## config.mk

```make
export PLATFORM = sky130hd
export DESIGN_NAME = array_min_reduce
export DESIGN_NICKNAME = d
export VERILOG_FILES = /design/src/rtl/array_min_reduce.sv
export SDC_FILE = /design/constraint.sdc
export NUM_CORES = 1
export LEC_CHECK = 0
export ABC_CLOCK_PERIOD_IN_PS = 6400
export BUFFER_PORTS_ARGS = -buffer_cell sky130_fd_sc_hd__buf_2
export CORE_MARGIN = 2
export CORE_UTILIZATION = 60
export CTS_CLUSTER_SIZE = 14
export DETAILED_ROUTE_END_ITERATION = 8
export GPL_TIMING_DRIVEN = 0
export PLACE_DENSITY_LB_ADDON = 0.1
export SLEW_MARGIN = 0
export SYNTH_ARGS = -nofsm -noshare
export SYNTH_HDL_FRONTEND = slang
export SYNTH_HIERARCHICAL = 1
export SYNTH_SLANG_ARGS = --single-unit
```

## constraint.sdc

```tcl
create_clock -name clk -period 6.4 [get_ports clk]
set_input_delay 0.32 -clock clk [delete_from_list [all_inputs] [get_ports clk]]
set_output_delay 0.32 -clock clk [all_outputs]
set_load 0.1 [all_outputs]
```

## src/rtl/array_min_reduce.sv

```systemverilog
// array_min_reduce: pipelined unsigned minimum over a packed array.
// A balanced binary compare tree is split into LAT register stages. The
// input array travels beside the tree so that out_arr and out_min always
// belong to the same array. All stages share one advance enable, so the
// pipeline either moves forward as a whole or holds as a whole.
// Optional feature: define ARRAY_MIN_IDX_EN to add out_idx. A 6-bit index
// then travels with every tree node.

// One tree node: 2-input unsigned min. On a tie the a side (lower index) wins.
module array_min_node #(
    parameter int dataW = 8
) (
    input  logic [dataW-1:0] a_val,
    input  logic [dataW-1:0] b_val,
`ifdef ARRAY_MIN_IDX_EN
    input  logic [5:0]       a_idx,
    input  logic [5:0]       b_idx,
    output logic [5:0]       y_idx,
`endif
    output logic [dataW-1:0] y_val
);
    // b replaces a only when it is strictly smaller, so ties keep the lower index
    logic take_b;
    assign take_b = (b_val < a_val);
    assign y_val  = take_b ? b_val : a_val;
`ifdef ARRAY_MIN_IDX_EN
    assign y_idx  = take_b ? b_idx : a_idx;
`endif
endmodule

module array_min_reduce #(
    parameter int dataW = 8,
    parameter int ArrL  = 16
) (
    input  logic                   clk,
    input  logic                   rst_n,
    input  logic                   in_valid,
    output logic                   in_ready,
    input  logic [dataW*ArrL-1:0]  in_arr,
    output logic                   out_valid,
    input  logic                   out_ready,
    output logic [dataW*ArrL-1:0]  out_arr,
    output logic [dataW-1:0]       out_min
`ifdef ARRAY_MIN_IDX_EN
    ,output logic [5:0]            out_idx
`endif
);
    // Returns the number of nodes at tree level k. Level 0 holds the raw elements.
    function automatic int nodes(input int k);
        return (ArrL + (1 << k) - 1) >> k;
    endfunction

    // Returns the flat offset of level k (k >= 1) in the stage node arrays.
    function automatic int base(input int k);
        int s;
        s = 0;
        for (int i = 1; i < k; i++) s += nodes(i);
        return s;
    endfunction

    localparam int LAT = (ArrL > 2) ? $clog2(ArrL) : 1;
    localparam int TOT = base(LAT + 1);

    logic                  adv;
    logic [LAT:1]          vld_q, vld_d;
    logic [dataW*ArrL-1:0] arr_q [1:LAT];
    logic [dataW*ArrL-1:0] arr_d [1:LAT];
    logic [dataW-1:0]      nxt_val [TOT];
    logic [dataW-1:0]      val_q   [TOT];
    logic [dataW-1:0]      val_d   [TOT];
`ifdef ARRAY_MIN_IDX_EN
    logic [5:0]            nxt_idx [TOT];
    logic [5:0]            idx_q   [TOT];
    logic [5:0]            idx_d   [TOT];
`endif

    assign out_valid = vld_q[LAT];
    assign adv       = !out_valid || out_ready;
    assign in_ready  = adv;
    assign out_arr   = arr_q[LAT];
    assign out_min   = val_q[TOT-1];
`ifdef ARRAY_MIN_IDX_EN
    assign out_idx   = idx_q[TOT-1];
`endif

    // Tree levels: level k pairs up the nodes of level k-1. An odd node passes through.
    for (genvar k = 1; k <= LAT; k++) begin : g_stg
        localparam int NP = nodes(k - 1);
        localparam int NK = nodes(k);
        localparam int OB = base(k);
        for (genvar j = 0; j < NK; j++) begin : g_node
            logic [dataW-1:0] a_val;
`ifdef ARRAY_MIN_IDX_EN
            logic [5:0]       a_idx;
`endif
            if (k == 1) begin : g_src_in
                assign a_val = in_arr[(2*j)*dataW +: dataW];
`ifdef ARRAY_MIN_IDX_EN
                assign a_idx = 6'(2*j);
`endif
            end else begin : g_src_reg
                assign a_val = val_q[base(k-1) + 2*j];
`ifdef ARRAY_MIN_IDX_EN
                assign a_idx = idx_q[base(k-1) + 2*j];
`endif
            end

            if (2*j + 1 < NP) begin : g_cmp
                logic [dataW-1:0] b_val;
`ifdef ARRAY_MIN_IDX_EN
                logic [5:0]       b_idx;
`endif
                if (k == 1) begin : g_b_in
                    assign b_val = in_arr[(2*j+1)*dataW +: dataW];
`ifdef ARRAY_MIN_IDX_EN
                    assign b_idx = 6'(2*j+1);
`endif
                end else begin : g_b_reg
                    assign b_val = val_q[base(k-1) + 2*j + 1];
`ifdef ARRAY_MIN_IDX_EN
                    assign b_idx = idx_q[base(k-1) + 2*j + 1];
`endif
                end
                array_min_node #(.dataW(dataW)) u_node (
                    .a_val (a_val),
                    .b_val (b_val),
`ifdef ARRAY_MIN_IDX_EN
                    .a_idx (a_idx),
                    .b_idx (b_idx),
                    .y_idx (nxt_idx[OB+j]),
`endif
                    .y_val (nxt_val[OB+j])
                );
            end else begin : g_pass
                assign nxt_val[OB+j] = a_val;
`ifdef ARRAY_MIN_IDX_EN
                assign nxt_idx[OB+j] = a_idx;
`endif
            end
        end
    end

    // Next state: hold everything unless the pipeline advances as a whole
    always_comb begin
        vld_d = vld_q;
        arr_d = arr_q;
        val_d = val_q;
`ifdef ARRAY_MIN_IDX_EN
        idx_d = idx_q;
`endif
        if (adv) begin
            vld_d[1] = in_valid;
            arr_d[1] = in_arr;
            for (int k = 2; k <= LAT; k++) begin
                vld_d[k] = vld_q[k-1];
                arr_d[k] = arr_q[k-1];
            end
            val_d = nxt_val;
`ifdef ARRAY_MIN_IDX_EN
            idx_d = nxt_idx;
`endif
        end
    end

    // Stage registers. An async reset drops every in-flight array.
    always_ff @(posedge clk or negedge rst_n) begin
        if (!rst_n) begin
            vld_q <= '0;
            for (int k = 1; k <= LAT; k++) arr_q[k] <= '0;
            for (int n = 0; n < TOT; n++) begin
                val_q[n] <= '0;
`ifdef ARRAY_MIN_IDX_EN
                idx_q[n] <= '0;
`endif
            end
        end else begin
            vld_q <= vld_d;
            arr_q <= arr_d;
            val_q <= val_d;
`ifdef ARRAY_MIN_IDX_EN
            idx_q <= idx_d;
`endif
        end
    end
endmodule

```

# Word-level counts from Yosys, hierarchy flattened
# Cells that the tools add are included.
# op_classes
n_lt_le_gt_ge	15
mux	15
reduce_logical	2
# op_table
cell	count
$lt A8 B8 Y1	15
$mux W8	15
$logic_not A1 Y1	1
$logic_or A1 B1 Y1	1
# totals
regBits	636
in_bits	132
out_inout_bits	138
elab_cells	52

# Logic depth before layout (Yosys ltp)
# Gate-level depths: netlist of the first run.
# depth
ltp_word	2
ltp_mapped	7
depth_no_buf	7

# Modules after synthesis
# Netlist of the first run, hierarchy kept.
# modules_own_cells
module	instances	cells_each	area_per_inst_um2	seq_area_each_um2
array_min_reduce	1	1472	25219.2	15915.3
array_min_node	15	32	277.8	0.0

# Worst setup path before layout of the first run
# OpenSTA, ideal clock, no wires.
# synth_path
kind	register to register
from	register val_q, in the netlist g_stg[2].g_node[0].a_val[1]
to	register val_q, in the netlist g_stg[3].g_node[0].a_val[0]
setup_ns	0.125
t_arrival_ns	2.031
required_time_ns	6.275
slack_ns	4.245
path_stages_with_launch	7
path_buffers	0
synth_period_minus_slack_ns	2.155
cell_sequence	dfrtp_1 -> inv_1 -> ha_1 -> a2111o_1 -> a211oi_4 -> mux2_2 -> mux2_2
# synth_lines
element	line_no	text
start: declaration	69	logic [dataW-1:0] val_q [TOT];
start signal: assignment	179	val_q <= val_d;

# Worst setup path in the final report of the first run
# layout_path
from	register vld_q[4] (netlist bit)
to	output in_ready
# layout_between
elab_chain_len	2
# layout_lines
element	line_no	text
start: declaration	65	logic [LAT:1] vld_q, vld_d;
start signal: assignment	177	vld_q <= vld_d;
$logic_not A1 Y1	78	assign adv = !out_valid || out_ready;
$logic_or A1 B1 Y1	78	
end: declaration	38	output logic in_ready,
# No other way between the ends.

==> metrics.md, run 1 <==
| Metric | Value |
|---|---|
| Vias in the first global route | 17600 |
| Tcrit/Tclk final | 39.7% |
| Critical-path cell with the highest stage delay | buf_2 |
| Die Y | 225 um |
| Vias per Instance | 5.36 |
| Setup slack at placement | 3.95 ns |
| Core Region | 48600 um^2 |
| Final #Nets | 2619 |
| Most frequent cells in the layout | dfrtp_1 (636), mux2_2 (587), buf_2 (282) |
| Final Max Slew Viols | 0 |
| Initial DRT Pass Iterations | 4 |
| Nature of the critical path endpoint | primary output |
| Max FO, Critical Path | 10 |
| Power Dens Cells | 572 nW/um^2 |
| Total track usage | 23.8% |
| Synthesized flop and latch total | 636 |
| Adder-cell area share of the yosys netlist | 4.47% |
| Synthesized instance count | 1952 |
| Critical path class | reg -> out |
| Crit path cell chain | nor2b_4 -> buf_6 -> inv_4 -> buf_6 -> buf_6 -> buf_2 |
| Share of post-route cells with drive strength above 1 | 55.3% |
| Clk buf depth | 3 |
| Gpl congestion | 0.813 |
| Fin worst setup slack | 3.86 ns |
| Clock Sinks | 636 |
| Critical path buffer and inverter count | 5 |
| Max cap viols | 0 |
| H-Tree Depth | 3 |
| RSZ-0062 raised after global routing | false |
| Worst vdd ir | 582 uV |
| Compound-cell area share of the yosys netlist | 2.75% |
| Cell family with the largest share of critical-path delay | buffers and inverters |
| P_leak | 0.0164 uW |
| Largest net degree at the start of global routing | 128 |
| Mux cell area share after synthesis | 31.0% |
| Crit path time final | 2.54 ns |
| Final WL | 58.3 mm |
| Postcts setup bufs | 0 |
| DR iter-0 viols | 809 |
| Syn nets | 2189 |
| Largest stage delay on the critical path | 0.44 ns |
| Run status | complete, no violations |
| Slew margin rel. | 43.8% |
| DPL Wire Length | 40.4 mm |
| CP dominant cell by count | buf_6 |
| Num CTS Buffers | 68 |
| TritonCTS clock tree | done |
| WP data arrival | 2.22 ns |
| Num rows | 81 |
| Clk slew on worst S/H paths | 0.06 ns |
| I/O Buffers | 269 |
| Root Buffer Master | clkbuf_16 |
| Class of the worst hold path | in -> reg |
| Synth Area in XOR/XNOR | 0% |
| Fin. Hold Viols | 0 |
| Initial antenna violation count | 1 |
| DR vias | 16400 |
| Clock Latency Late Sink | 0.59 ns |
| Post-Synth Simple-Gate Area | 0.898% |
| Cell variety after synth | 19 |
| Final setup viols | 0 |
| Share of the yosys chip area belonging to registers | 54.2% |
| Syn Area/Cell | 15.1 um^2 |
| Worst-Margin Slew | 0.843 ns |
| Die span in x | 225 um |
| Main combinational cell family by area after synthesis | multiplexers |
| Clock skew | 0.0158 ns |
| FMAX | 0.394 GHz |
| Synthesis-to-layout area growth | 18.6% |
| Io pins | 270 |
| DRC | 0 |
| WHS | 0.0245 ns |
| Initial core utilization | 60.4% |
| WL/cell | 19.1 um |
| Worst setup SP type | flop |
| Required time worst endpoint | 6.08 ns |
| ANT nets after route | 0 |
| Syn. warnings | 6 |
| Die Area | 50800 um^2 |
| First-pass GRT wire length | 94.6 mm |
| Most common cell after layout, fill and taps aside | dfrtp_1 |
| Synthesized cell area | 29400 um^2 |
| Total grt overflow | 0 |
[path summary, 6_finish.rpt]
check	start	slack, ns	cells after the start	to
hold reg to reg	arr_q[507]	0.49	1	arr_q[507]
setup reg to reg	g_stg[2].g_node[3].a_val[1]	4.03	6	g_stg[3].g_node[1].g_cmp.b_val[4]
min in group asynchronous	rst_n	0.37	2	out_arr[52]
setup / recovery	vld_q[4]	3.86	6	in_ready
hold / removal	in_arr[98]	0.02	2	arr_q[482]
max in group asynchronous	rst_n	4.43	4	out_arr[116]
[where the power goes]
part	internal (uW)	leakage, uW	switching, uW
combinational	3630	0.00785	5450
clock	2490	0.00113	1570
sequential	5770	0.00741	1010
total	11900	0.0164	8030
[registers in the layout, indices dropped and copies added, names as in the netlist]
signal	cells
g_stg.g_node.g_cmp.b_val	56
out_min	8
vld_q	4
g_stg.g_node.a_val	56
out_arr	128
arr_q	384
[metrics by stage]
step	util, %	area (um^2)	total power (uW)	setup TNS, ns	cells
2_1_floorplan	-	29400	14200	0	1952
3_3_place_gp	64.8	31500	15600	-4815.09	2843
3_5_place_dp	65.1	31700	15900	0	2848
4_1_cts	71.6	34800	20100	0	3050
5_1_grt	71.6	34900	20900	0	3054
6_report	71.6	34900	19900	0	3054
[timing repair]
item | 4_1_cts | 5_1_grt
resized for setup | 0 | 0
hold endpoints to repair | 188 | 3
hold buffers | 83 | 3
[cells by family (layout without fill, tap and decap cells)]
kind of cell / after synthesis / count (layout)
mux: 755 / 755
flops: 636 / 636
buf+inv: 319 / 798
fa+ha+maj: 105 / 105
compound gates: 90 / 90
simple gates: 47 / 47
other cells: 0 / 1
[final cells by class]
class                           instances  area (um^2)
Clock buffer                           93         1980
Inverter                              121          457
Timing Repair Buffer                  360         2350
Antenna cell                            1         2.50
Sequential cell                       636        15900
Tap cell                              622          778
Buffer                                198         1530
Clock inverter                         26          352
Multi-Input combinational cell        997        11500
Fill cell                            3241        13800
[per-layer routing]
metal	GRT usage [%]	vias up	part of all wire, %
li1	-	7593	-
met1	33.0	8375	46
met2	38.4	296	48
met3	4.88	94	4.1
met4	6.49	0	2.1
met5	0	-	0
[worst register-to-register path, cell delays in order, from the launching register on]
cell and delay [ns]:
dfrtp_1 0.37, inv_1 0.05, ha_1 0.28, a2111o_1 0.40, a211oi_4 0.47, mux2_2 0.41
mux2_2 0.27
[synth_stat cells (all sizes together)]
cell type	instances	area [um^2]
a2111o	15	169
a211oi	30	413
a21oi	15	75.1
buf	198	1530
dfrtp	636	15900
ha	105	1310
inv	121	457
mux2	755	9100
nand2b	16	100
nand4	15	93.8
nor2	15	56.3
nor2b	1	13.8
o21ai	30	150
No activity file was read; power rests on OpenSTA's default activity.
==> run 2, diff against run 1 <==
--- a/config.mk
+++ b/config.mk
@@ -5,10 +5,11 @@
 export SDC_FILE = /design/constraint.sdc
 export NUM_CORES = 1
 export LEC_CHECK = 0
-export ABC_CLOCK_PERIOD_IN_PS = 6400
+export ABC_AREA = 1
+export ABC_CLOCK_PERIOD_IN_PS = 2300
 export BUFFER_PORTS_ARGS = -buffer_cell sky130_fd_sc_hd__buf_2
 export CORE_MARGIN = 2
-export CORE_UTILIZATION = 60
+export CORE_UTILIZATION = 54
 export CTS_CLUSTER_SIZE = 14
 export DETAILED_ROUTE_END_ITERATION = 8
 export GPL_TIMING_DRIVEN = 0
==> constraint.sdc (replaced) <==
create_clock -name clk -period 2.3 [get_ports clk]
set_input_delay 0.115 -clock clk [delete_from_list [all_inputs] [get_ports clk]]
set_output_delay 0.115 -clock clk [all_outputs]
set_load 0.1 [all_outputs]
==> run 2 against run 1 <==
Compared with the run above:
- sequential share of layout area decreased by 2.4 points
- flip-flop and latch count stayed put
- utilization down 6.4 points
- largest power group unchanged
- power rose to 2.8 times the previous value
- critical endpoint unchanged
- clock skew is 0.0081 ns higher
- die area rose by 16%
==> metrics.md, run 2 <==
| Metric | Value |
|---|---|
| Run status | complete, no violations |
| Final WL | 84.3 mm (+45%) |
| WP data arrival | 2.07 ns (-0.15 ns) |
| Initial antenna violation count | 2 (+1) |
| Io pins | 270 (unchanged) |
| Die Area | 58900 um^2 (+16%) |
| Sequential cell area | 15900 um^2 (unchanged) |
| Share of synthesized registers carrying an async set or reset | 100% (unchanged) |
| Initial core utilization | 54.6% (-5.8 points) |
| Worst vdd ir | 1230 uV (+110%) |
| Worst R2R Path Depth | 10 (+4) |
| Vias per Instance | 5.20 (-3.0%) |
| Clk buf depth | 3 (unchanged) |
| Reg2reg end | g_stg[3].g_node[0].a_val[4] |
| Cell variety after synth | 16 (-3) |
| Num rows | 87 (+7.4%) |
| WL/cell | 16.8 um (-12%) |
| Critical path class | reg -> out |
| DR vias | 26100 (+60%) |
| Synthesized instance count | 3739 (+92%) |
| Slew margin rel. | 57.6% (+14 points) |
| Vias in the first global route | 25000 (+42%) |
| Nature of the critical path endpoint | primary output |
| Multi-input logic area | 12000 um^2 (+4.4%) |
| P_int | 29800 uW (+150%) |
| H-Tree Depth | 3 (unchanged) |
| Synthesis-to-layout area growth | 19.6% |
| Final Max Slew Viols | 0 (unchanged) |
| Total grt overflow | 0 (unchanged) |
| Worst-Margin Slew | 0.637 ns (-0.206 ns) |
| Fin worst setup slack | 0.119 ns (-3.74 ns) |
| ANT nets after route | 0 (unchanged) |
| Synthesized cell area | 30800 um^2 (+4.7%) |
| Power Dens Cells | 1520 nW/um^2 (+170%) |
| Crit path time final | 2.18 ns |
| Required time worst endpoint | 2.18 ns (-3.90 ns) |
| Largest net degree at the start of global routing | 120 (-6.3%) |
| Combinational power share | 46.2% (+0.6 points) |
| Syn Area/Cell | 8.23 um^2 (-45%) |
| Most common cell after layout, fill and taps aside | nand2_1 |
| FMAX | 0.458 GHz |
| Core Region | 56400 um^2 (+16%) |
| Total track usage | 28.8% (+5.0 points) |
| Syn nets | 3976 (+82%) |
| Class of the worst hold path | in -> async |
| Final setup viols | 0 (unchanged) |
| DPL Wire Length | 58.7 mm (+45%) |
| Fin. Hold Viols | 0 (unchanged) |
| Setup slack at placement | 0.341 ns (-3.61 ns) |
| R2R Setup Slk | 0.47 ns (-3.56 ns) |
| WHS | 0.0701 ns (+0.0457 ns) |
| Worst setup SP type | flop |
| Clock Sinks | 636 (unchanged) |
| Max reg flops | 384 (unchanged) |
| Clock skew | 0.0239 ns (+0.00811 ns) |
| Psw | 26200 uW (+230%) |
| Dominant cells by area after synthesis | dfrtp_1 (52%), nand2_1 (20%), nand3_1 (12%), buf_4 (4.4%), ha_1 (4.3%) |
| DRC | 0 (unchanged) |
| Reg power frac | 33.8% (-0.2 points) |
| Share of post-route cells with drive strength above 1 | 17.7% (-38 points) |
| Top cells by count, synth | nand2_1 (1616), nand3_1 (755), dfrtp_1 (636) |
| Prevailing post-synth register cell | dfrtp_1 |
| Final #Nets | 4451 (+70%) |
| Fillers | 4970 (+53%) |
| Switching share of power | 46.7% (+6.4 points) |
| RSZ-0062 raised after global routing | false |
| Clk slew on worst S/H paths | 0.06 ns (about the same) |
| Tcrit/Tclk final | 94.8% |
| DR iter-0 viols | 2212 (+170%) |
| Synthesized flop and latch total | 636 (unchanged) |
| Syn. warnings | 6 (unchanged) |
| Gpl congestion | 0.893 (+9.8%) |
| Largest area contributor in the netlist | dfrtp_1 |
| Most frequent cell after synthesis | nand2_1 |
| Share of the yosys chip area belonging to registers | 51.7% (-2.4 points) |
| Clock Latency Late Sink | 0.60 ns (about the same) |
| Most frequent cells in the layout | nand2_1 (1616), nand3_1 (755), dfrtp_1 (636) |
| Die span in x | 243 um (+7.7%) |
| Synth top area share | 51.7% (-2.4 points) |
| Root Buffer Master | clkbuf_16 |
| Worst r2r src | g_stg[2].g_node[0].a_val[7] |
| Post-synth EDFFs | 0 (unchanged) |
| Postcts setup bufs | 0 (unchanged) |
| Num CTS Buffers | 68 (unchanged) |
| Reg with most FFs | arr_q |
| Max FO, Critical Path | 10 (unchanged) |
| TritonCTS clock tree | done |
| P_leak | 0.0208 uW (+27%) |
| I/O Buffers | 269 (unchanged) |
| Clock power frac | 20.0% (-0.4 points) |
| Max cap viols | 0 (unchanged) |
| First-pass GRT wire length | 135 mm (+42%) |
| Initial DRT Pass Iterations | 8 (+4) |
| Die Y | 243 um (+7.7%) |
==> run 2: changes by cell type after synthesis, moves of 16 or more <==
cell	before	now
inv_1	120	151
nand2_2	0	16
a21oi_1	15	45
nand2_1	0	1616
clkbuf_1	0	29
nand2_4	0	30
mux2_4	160	0
buf_4	164	182
o21ai_0	30	0
nand3_1	0	755
mux2_2	587	0
nand2b_1	16	0
buf_2	14	124
==> run 2: cell families (layout without fill, tap and decap cells) <==
| kind of cell | count (synthesis) | after routing | share of synthesized area, % |
|---|---|---|---|
| adder cells (fa/ha/maj) | 105 | 105 | 4.27 |
| flip-flops | 636 | 636 | 51.7 |
| buffers and inverters | 506 | 1027 | 9.31 |
| AND/OR/NAND/NOR | 2432 | 2432 | 33.6 |
| other | 0 | 4 | 0 |
| AO/OA/AOI/OAI | 60 | 60 | 1.10 |
==> run 2: metal layers <==
metal  global-route usage [%]  routed length (um)  vias to the layer above
met4                     10.1                2810                        2
met5                        0                  13                        -
li1                         -                   -                    12800
met3                     4.15                4830                      179
met2                     45.2               38500                      717
met1                     41.1               38100                    12400
==> run 2: power groups by stage <==
stage | registers [uW] | logic (uW) | clock network (uW)
floorplan | 18400 | 20300 | 0
global placement | 19000 | 25200 | 0
detailed placement | 19000 | 25600 | 0
CTS | 18900 | 25900 | 11300
global route | 19400 | 28300 | 11800
finish | 18900 | 25900 | 11200
==> run 2: repair_timing <==
item | CTS | global route
gates resized for setup | 2 | 0
endpoints found under the setup margin | 1 | 0
hold buffers | 130 | 0
hold endpoints to repair | 334 | 0
==> run 2: worst max path at each step <==
stage,from,slack (ns),end,cells after the start
final,vld_q[4],0.12,in_ready,5
after global placement,rst_n,-12.16,g_stg[4].g_node[0].g_cmp.b_val[2],1
after detailed placement,rst_n,0.34,out_min[3],4
after global routing,vld_q[4],0.06,in_ready,5
after CTS,vld_q[4],0.08,in_ready,5
after floorplan,vld_q[4],0.36,arr_q[503],6
==> run 2: worst max-delay path, stage by stage, from the launching register on <==
cell and delay, ns:
dfrtp_1 0.43, buf_2 0.19, nand2_2 0.12, buf_4 0.22, buf_4 0.21, buf_4 0.31
==> run 2: final cells by class <==
cell class | instances | area share (%)
clock inverters | 24 | 0.816
repair buffers | 405 | 7.68
multi-input cells | 2597 | 32.6
flip-flops and latches | 636 | 43.2
plain buffers | 354 | 6.24
well taps | 756 | 2.57
inverters | 152 | 1.55
diodes | 4 | 0.0272
clock buffers | 92 | 5.31
==> run 2: stage by stage <==
step	TNS [ns]	cell area (um^2)	cells	utilization (%)	total power, uW
2_1_floorplan	0	30800	3739	-	38700
3_3_place_gp	-7692.13	33100	4764	58.6	44200
3_5_place_dp	0	33200	4770	58.9	44600
4_1_cts	0	36800	5016	65.3	56100
5_1_grt	0	36800	5016	65.3	59500
6_report	0	36800	5020	65.3	56000
==> run 3, diff against run 2 <==
--- a/config.mk
+++ b/config.mk
@@ -9,7 +9,7 @@
 export ABC_CLOCK_PERIOD_IN_PS = 2300
 export BUFFER_PORTS_ARGS = -buffer_cell sky130_fd_sc_hd__buf_2
 export CORE_MARGIN = 2
-export CORE_UTILIZATION = 54
+export CORE_UTILIZATION = 46
 export CTS_CLUSTER_SIZE = 14
 export DETAILED_ROUTE_END_ITERATION = 8
 export GPL_TIMING_DRIVEN = 0
==> run 3 against run 2 <==
Compared with the run above:
- final cell count grew 2.1%
- first-iteration DRC count shrank 6.3%
- non-clock buffer count is the same
- register-to-register slack gained 0.03 ns
- clock skew shrank 0.00099 ns
- setup slack lost 0.021 ns
- worst hold slack lost 0.012 ns
- sequential share of layout area shrank 0.085 points
- utilization shrank 9.4 points
- critical endpoint unchanged
- largest power group unchanged
==> metrics.md, run 3 (synthesized netlist as in run 2, its figures left out) <==
| Metric | Value |
|---|---|
| Final WL | 86.7 mm (+2.9%) |
| Initial antenna violation count | 2 (unchanged) |
| Worst setup SP type | flop |
| DRC | 0 (unchanged) |
| Worst-Margin Slew | 0.626 ns (-0.0103 ns) |
| Share of post-route cells with drive strength above 1 | 17.5% (-0.15 points) |
| DPL Wire Length | 61.2 mm (+4.3%) |
| Io pins | 270 (unchanged) |
| Largest net degree at the start of global routing | 122 (+1.7%) |
| Final Max Slew Viols | 0 (unchanged) |
| Vias per Instance | 5.04 (-3.1%) |
| Most common cell after layout, fill and taps aside | nand2_1 |
| Run status | complete, no violations |
| Initial core utilization | 46.6% (-7.9 points) |
| H-Tree Depth | 3 (unchanged) |
| Vias in the first global route | 25200 (+0.74%) |
| Fillers | 6279 (+26%) |
| Slew margin rel. | 58.2% (+0.69 points) |
| WL/cell | 16.9 um (+0.73%) |
| Initial DRT Pass Iterations | 6 (-2) |
| P_leak | 0.0207 uW (-0.15%) |
| Num CTS Buffers | 70 (+2.9%) |
| Root Buffer Master | clkbuf_16 |
| First-pass GRT wire length | 138 mm (+2.8%) |
| Synthesis-to-layout area growth | 19.9% |
| Critical path class | reg -> out |
| Clk buf depth | 3 (unchanged) |
| Power Dens Cells | 1510 nW/um^2 (-0.46%) |
| Die Area | 69000 um^2 (+17%) |
| Reg with most FFs | arr_q |
| FMAX | 0.454 GHz (-0.97%) |
| Num rows | 94 (+8.0%) |
| Worst vdd ir | 1230 uV (-0.66%) |
| Clock Sinks | 636 (unchanged) |
| I/O Buffers | 269 (unchanged) |
| Die span in x | 263 um (+8.2%) |
| Nature of the critical path endpoint | primary output |
| Final setup viols | 0 (unchanged) |
| Most frequent cells in the layout | nand2_1 (1616), nand3_1 (755), dfrtp_1 (636) |
| WP data arrival | 2.09 ns (+0.02 ns) |
| Fin. Hold Viols | 0 (unchanged) |
| Crit path time final | 2.20 ns (+0.0214 ns) |
| Class of the worst hold path | in -> async |
| Max reg flops | 384 (unchanged) |
| Clock Latency Late Sink | 0.61 ns (about the same) |
| Clock skew | 0.0229 ns (-0.000987 ns) |
| DR vias | 25800 (-1.1%) |
| TritonCTS clock tree | done |
| Die Y | 263 um (+8.2%) |
| Final #Nets | 4453 (+0.045%) |
| Total grt overflow | 0 (unchanged) |
| Max cap viols | 0 (unchanged) |
| ANT nets after route | 0 (unchanged) |
| Tcrit/Tclk final | 95.8% (+0.93 points) |
| DR iter-0 viols | 2073 (-6.3%) |
| Max FO, Critical Path | 10 (unchanged) |
| Required time worst endpoint | 2.18 ns (about the same) |
| Setup TNS | 0 ns (unchanged) |
| Finished Cell Area | 36900 um^2 (+0.20%) |
| Gpl congestion | 0.842 (-5.7%) |
| Core Region | 66000 um^2 (+17%) |
| Placed Instance Area | 33400 um^2 (+0.41%) |
| Clk slew on worst S/H paths | 0.06 ns (about the same) |
| RSZ-0062 raised after global routing | false |
| Total track usage | 25.1% (-3.6 points) |
==> run 3: what timing repair did <==
action                                  4_1_cts  5_1_grt
endpoints found under the hold margin       265        0
buffers inserted                              0        0
hold buffers                                130        0
endpoints found under the setup margin        1        0
gates resized for setup                       2        0
==> run 3: worst paths after layout <==
check	start	to	slack [ns]	depth (start not counted)
max	vld_q[4]	in_ready	0.1	5
min	rst_n	out_arr[45]	0.06	2
max reg2reg	g_stg[2].g_node[0].a_val[5]	g_stg[3].g_node[0].a_val[0]	0.50	10
min reg2reg	arr_q[310]	arr_q[182]	0.46	2
max in group asynchronous	rst_n	arr_q[234]	0.56	5
min in group clk	out_ready	g_stg[4].g_node[0].a_val[7]	0.15	5
==> run 3: power breakdown <==
group          leakage [uW]  switching, uW  internal [uW]
registers           0.00781           3060          15900
logic                0.0118          18600           7340
clock network       0.00108           4640           6310
==> run 3: area by class of cell <==
| class | instances | area, um^2 | area share [%] |
|---|---|---|---|
| Antenna cell | 1 | 2.50 | 0.00679 |
| Multi-Input combinational cell | 2597 | 12000 | 32.5 |
| Clock buffer | 97 | 1950 | 5.30 |
| Timing Repair Buffer | 405 | 2830 | 7.66 |
| Tap cell | 864 | 1080 | 2.93 |
| Clock inverter | 21 | 245 | 0.665 |
| Inverter | 152 | 571 | 1.55 |
| Sequential cell | 636 | 15900 | 43.2 |
| Buffer | 354 | 2300 | 6.23 |
==> run 3: critical path: stages (launching register included) <==
cell,delay [ns]
dfrtp_1,0.42
buf_2,0.18
nand2_2,0.13
buf_4,0.23
buf_4,0.21
buf_4,0.31
==> run 3: per-stage QoR <==
step / cells / utilization (%) / hold WS (ns) / total power (uW) / worst slack (ns)
2_1_floorplan: 3739 / - / -0.181 / 38700 / 0.362
3_3_place_gp: 4872 / 50.3 / 0.346 / 44500 / -12.52
5_1_grt: 5126 / 55.9 / 0.0989 / 59500 / 0.0251
4_1_cts: 5126 / 55.9 / 0.0605 / 56100 / 0.0568
6_report: 5127 / 55.9 / 0.0585 / 55800 / 0.0974
3_5_place_dp: 4878 / 50.6 / 0.117 / 44800 / 0.419
==> run 3: routing by layer <==
layer | GRT usage (%) | up-vias | wire length (um)
met5 | 0 | - | 0
met4 | 7.66 | 0 | 2080
met3 | 2.88 | 120 | 3670
met2 | 39.8 | 581 | 39600
met1 | 36.4 | 12300 | 41400
li1 | - | 12800 | -
